[src/rtl/dds_rom_sched.sv]
// Two-channel DDS sequencer time-multiplexing one synchronous sine ROM port.
// Optional: define DDS_AMP_SCALE_EN for per-channel 8-bit amplitude scaling (one extra pipe stage).
module dds_rom_sched #(
    parameter int PHASE_W = 32,
    parameter int ADDR_W  = 10,
    parameter int DATA_W  = 8,
    parameter int ROM_LAT = 1
) (
    input  logic               clk,
    input  logic               rst_n,
    input  logic               en,
    input  logic               sync,
    input  logic [PHASE_W-1:0] ch0_fword,
    input  logic [PHASE_W-1:0] ch1_fword,
    input  logic [ADDR_W-1:0]  ch0_poff,
    input  logic [ADDR_W-1:0]  ch1_poff,
    output logic [ADDR_W-1:0]  rom_addr,
    input  logic [DATA_W-1:0]  rom_data,
`ifdef DDS_AMP_SCALE_EN
    input  logic [7:0]         ch0_amp,
    input  logic [7:0]         ch1_amp,
`endif
    output logic [DATA_W-1:0]  ch0_data,
    output logic               ch0_valid,
    output logic [DATA_W-1:0]  ch1_data,
    output logic               ch1_valid
);

    logic               slot_q, slot_d;
    logic [PHASE_W-1:0] acc0_q, acc0_d, acc1_q, acc1_d;
    logic [ADDR_W-1:0]  romAddr_q, romAddr_d;
    logic [ROM_LAT:0]   tagValid_q, tagValid_d;
    logic [ROM_LAT:0]   tagCh_q, tagCh_d;
    logic [DATA_W-1:0]  ch0Data_q, ch0Data_d, ch1Data_q, ch1Data_d;
    logic               ch0Valid_q, ch0Valid_d, ch1Valid_q, ch1Valid_d;
    logic               issue, retValid, retCh;
    logic               outValid, outCh;
    logic [DATA_W-1:0]  outData;

    // Issue side: the slot owner reads its accumulator, then advances it.
    // Stage k of the tag pipe describes the read issued k cycles ago.
    always_comb begin
        issue     = en && !sync;
        slot_d    = slot_q;
        acc0_d    = acc0_q;
        acc1_d    = acc1_q;
        romAddr_d = romAddr_q;
        if (sync) begin
            slot_d = 1'b0;
            acc0_d = '0;
            acc1_d = '0;
        end else if (en) begin
            slot_d = ~slot_q;
            if (slot_q) begin
                romAddr_d = acc1_q[PHASE_W-1 -: ADDR_W] + ch1_poff;
                acc1_d    = acc1_q + ch1_fword;
            end else begin
                romAddr_d = acc0_q[PHASE_W-1 -: ADDR_W] + ch0_poff;
                acc0_d    = acc0_q + ch0_fword;
            end
        end
        tagValid_d = sync ? '0 : {tagValid_q[ROM_LAT-1:0], issue};
        tagCh_d    = {tagCh_q[ROM_LAT-1:0], slot_q};
        retValid   = tagValid_q[ROM_LAT] && !sync;
        retCh      = tagCh_q[ROM_LAT];
    end

`ifdef DDS_AMP_SCALE_EN
    logic              stgValid_q, stgValid_d, stgCh_q, stgCh_d;
    logic [DATA_W-1:0] stgData_q, stgData_d;
    logic [7:0]        ampSel;

    always_comb begin
        ampSel     = retCh ? ch1_amp : ch0_amp;
        stgValid_d = retValid;
        stgCh_d    = retCh;
        stgData_d  = stgData_q;
        if (retValid) begin
            stgData_d = DATA_W'(({8'd0, rom_data} * {{DATA_W{1'b0}}, ampSel}) >> 8);
        end
        outValid = stgValid_q && !sync;
        outCh    = stgCh_q;
        outData  = stgData_q;
    end

    always_ff @(posedge clk or negedge rst_n) begin
        if (!rst_n) begin
            stgValid_q <= 1'b0;
            stgCh_q    <= 1'b0;
            stgData_q  <= '0;
        end else begin
            stgValid_q <= stgValid_d;
            stgCh_q    <= stgCh_d;
            stgData_q  <= stgData_d;
        end
    end
`else
    always_comb begin
        outValid = retValid;
        outCh    = retCh;
        outData  = rom_data;
    end
`endif

    always_comb begin
        ch0Valid_d = outValid && !outCh;
        ch1Valid_d = outValid && outCh;
        ch0Data_d  = ch0Valid_d ? outData : ch0Data_q;
        ch1Data_d  = ch1Valid_d ? outData : ch1Data_q;
    end

    always_ff @(posedge clk or negedge rst_n) begin
        if (!rst_n) begin
            slot_q     <= 1'b0;
            acc0_q     <= '0;
            acc1_q     <= '0;
            romAddr_q  <= '0;
            tagValid_q <= '0;
            tagCh_q    <= '0;
            ch0Data_q  <= '0;
            ch1Data_q  <= '0;
            ch0Valid_q <= 1'b0;
            ch1Valid_q <= 1'b0;
        end else begin
            slot_q     <= slot_d;
            acc0_q     <= acc0_d;
            acc1_q     <= acc1_d;
            romAddr_q  <= romAddr_d;
            tagValid_q <= tagValid_d;
            tagCh_q    <= tagCh_d;
            ch0Data_q  <= ch0Data_d;
            ch1Data_q  <= ch1Data_d;
            ch0Valid_q <= ch0Valid_d;
            ch1Valid_q <= ch1Valid_d;
        end
    end

    assign rom_addr  = romAddr_q;
    assign ch0_data  = ch0Data_q;
    assign ch0_valid = ch0Valid_q;
    assign ch1_data  = ch1Data_q;
    assign ch1_valid = ch1Valid_q;

endmodule

[config.mk]
export PLATFORM = sky130hd
export DESIGN_NAME = dds_rom_sched
export DESIGN_NICKNAME = d
export VERILOG_FILES = /design/src/rtl/dds_rom_sched.sv
export SDC_FILE = /design/constraint.sdc
export NUM_CORES = 1
export LEC_CHECK = 0
export ABC_AREA = 1
export CAP_MARGIN = 0
export CORE_ASPECT_RATIO = 2
export CORE_MARGIN = 3
export CORE_UTILIZATION = 35
export CTS_CLUSTER_DIAMETER = 150
export DETAILED_ROUTE_END_ITERATION = 8
export GPL_TIMING_DRIVEN = 0
export PLACE_DENSITY = 0.65
export SETUP_SLACK_MARGIN = 0.15
export SYNTH_ARGS = -nofsm -noshare
export SYNTH_HDL_FRONTEND = slang
export SYNTH_SLANG_ARGS = --single-unit
[constraint.sdc]
create_clock -name clk -period 3.3 [get_ports clk]
set_clock_uncertainty 0.15 [all_clocks]
set_input_delay 0.99 -clock clk [delete_from_list [all_inputs] [get_ports clk]]
set_output_delay 0.99 -clock clk [all_outputs]
set_load 0.01 [all_outputs]
==> results.yml <==
finish:
  final_common_cell: "nand2_1"
  drive_above_1_share: 0.0383
  nNetsFinal: 1848
  area_growth_pct: 21.5
  final_cell_mix: "640 x nand2_1, 281 x inv_1, 122 x clkdlybuf4s50_1"
  diodes: 0
  final_area_um2: 11200
  final_util: 0.434
grt:
  antenna_found_initial: 0
  grt_max_degree: 55
  grt_pass1_wl_um: 48600
  first_global_vias: 9711
  grt_remaining_overflow: 0
  grtUsageTotal: 0.225
synth:
  yosysSeqAreaShare: 0.264
  yosys_warnings: 0
  synth-seq-cells: 97
  syn_area_per_cell_um2: 6.00
  synthesis.area_um2: 9210
  synth.distinct_cells: 35
  synth_cells: 1533
  synth_fp_nets: 1713
routing:
  drt-met1-wl_um: 10300
  via_count: 9560
  routedWlPerCell_um: 15.8
  wirelength_um: 31700
  drt_iter0_drc: 355
  wl_met2_um: 17700
  wl_met3_um: 865
  drtAntennaViolNets: 0
  drc: 0
  dr.pass1.iters: 6
  avgViaCountPerCell: 4.75
  top_layer: "met4"
placement:
  place_congestion: 0.997
  dp_slack_ps: -215
  numPortBuffers: 123
  hpwl_um: 27000
  placed_area_um2: 10900
sta:
  relSlewSlack: 0.427
  setup_slack_ps: 275
  fin_crit_sh: 0.917
  fin_crit_ps: 3020
  setup_violations: 0
  fmax_mhz: 331
  rsz0062_at_grt: "no"
  finalMaxSlewViolations: 0
  hold_violations: 0
  worst_pin_slew_ps: 859
  setup_tns_ps: 0
floorplan:
  dieWidth_um: 121
  die-area_um2: 28400
  rows: 83
  floorplan.initialDensity: 0.357
  die_h_um: 235
  core_um2: 25800
  io_pins: 124
critical_path:
  cp_slowest_cell: "clkdlybuf4s50_1"
  crit_fanout: 4
  crit_path_max_incr_delay_ps: 490
  worst-path-buf-inv: 3
  crit_chain: "clkdlybuf4s50_1, ha_1, inv_1, fa_1, inv_1, nand2_1, nand3_1, nand2_1, nand2_1, nand2_2, nand2_1, nand2_1, nand3_1, nand2_1"
  startpoint_type: "primary input"
  crit_type: "in2reg"
  required_ps: 3420
  setup.worst_path.end_class: "flop"
  crit_family: "simple AND/OR/NAND/NOR gates"
  cpMostUsedCell: "nand2_1"
  worstPathArrival_ps: 3150
clocking:
  cts.sinks: 97
  clkLatencyLatePin_ps: 380
  htreeDepth: 3
  clk_path_buf_depth: 2
  cts_hold_buffers: 0
  clk_pin_slew_ps: 80
  cts_setup_buffers: 0
  cts_root_buf: "clkbuf_16"
  cts_buffers: 9
  cts_tree: "done"
power:
  seqPwrFrac: 0.351
  ir_worst_vdd_mv: 0.241
  p_int_uw: 2480
  power_density_nw_per_um2: 365
  combPwrFrac: 0.387
  clkPwrFrac: 0.262
  switching_share: 0.393
  total_leakage_power_uw: 0.00653
  power.switching_uw: 1600
flow_run:
  drv_cap: 0
run_status:
  status: "completed"
hold_path:
  hold_class: "reg2reg"
## synth_stat cells
library cell	n	area share
a21o_1	3	0.0024
a21oi_1	72	0.039
a21oi_2	1	0.00095
a22o_1	2	0.0019
a31oi_1	3	0.0020
a32o_1	4	0.0043
and2_1	4	0.0027
buf_2	11	0.0060
clkbuf_1	6	0.0024
dfrtp_1	97	0.26
fa_1	4	0.0087
ha_1	80	0.11
inv_1	281	0.11
inv_2	2	0.00082
nand2_1	643	0.26
nand2_2	11	0.0075
nand3_1	99	0.054
nand3_2	2	0.0022
nand3b_1	9	0.0073
nand4_1	9	0.0061
nor2_1	91	0.037
nor2_2	6	0.0041
nor2_4	3	0.0037
nor3_1	5	0.0027
nor3_2	1	0.0011
o21ai_0	49	0.027
o21ai_1	6	0.0033
o21bai_1	8	0.0065
o22ai_1	1	0.00068
o31ai_1	2	0.0016
or2_0	1	0.00068
or2_1	3	0.0020
or2_2	4	0.0027
xnor2_1	4	0.0038
xor2_1	6	0.0057
## registers in the layout, indices dropped and copies added (netlist names), 2 cells and up
name,flops
acc1_q,32
tagValid_q,2
ch0_data,8
rom_addr,10
acc0_q,32
tagCh_q,2
ch1_data,8
## power groups by stage
stage               logic [µW]  registers, µW  clock network, µW
floorplan                  928           1450                  0
global placement          1560           1450                  0
detailed placement        1580           1460                  0
CTS                       1590           1430               1110
global route              1770           1450               1130
finish                    1580           1430               1070
## per-layer routing
layer / track usage / vias up
met2: 0.451 / 220
li1: - / 5001
met5: 0 / -
met3: 0.0277 / 104
met1: 0.187 / 4235
met4: 0.182 / 0
## area by class of cell
| class | count | area [µm²] |
|---|---|---|
| Fill cell | 2805 | 14600 |
| Multi-Input combinational cell | 1136 | 5660 |
| Sequential cell | 97 | 2430 |
| Timing Repair Buffer | 124 | 1260 |
| Inverter | 283 | 1060 |
| Tap cell | 340 | 425 |
| Clock buffer | 9 | 225 |
| Buffer | 17 | 77.6 |
| Clock inverter | 7 | 53.8 |
## final timing paths
check,startpoint,slack (ps),cells after the start,end
max,ch1_fword[0],280,14,acc1_q[26]$_DFFE_PN0P_
min,tagCh_q[0]$_DFF_PN0_,250,0,tagCh_q[1]$_DFF_PN0_
max reg2reg,acc1_q[26]$_DFFE_PN0P_,1000,11,acc1_q[27]$_DFFE_PN0P_
min reg2reg,tagCh_q[0]$_DFF_PN0_,250,0,tagCh_q[1]$_DFF_PN0_
max in group asynchronous,rst_n,1790,2,ch1_data[5]$_DFFE_PN0P_
min in group asynchronous,rst_n,470,1,acc1_q[10]$_DFFE_PN0P_
## through the flow
stage | total power (µW) | cells | hold slack [ps]
3_5_place_dp | 3040 | 1997 | 228
2_1_floorplan | 2380 | 1533 | 181
4_1_cts | 4130 | 2013 | 253
6_report | 4080 | 2013 | 246
5_1_grt | 4350 | 2013 | 268
3_3_place_gp | 3010 | 1996 | 222
## what timing repair did
| item | in CTS | in global routing |
|---|---|---|
| resized for setup | 0 | 5 |
| endpoints found under the hold margin | 0 | 0 |
| setup endpoints to repair | 0 | 5 |
## kinds of logic (layout without fill, tap and decap cells)
kind of cell | count (synthesis) | in the layout | synth area share
compound gates | 151 | 151 | 0.0896
xor+xnor | 10 | 10 | 0.00951
fa+ha+maj | 84 | 84 | 0.117
buf+inv | 300 | 440 | 0.124
flops | 97 | 97 | 0.264
simple gates | 891 | 891 | 0.396
Note: power is estimated with default switching activity, not from simulation.
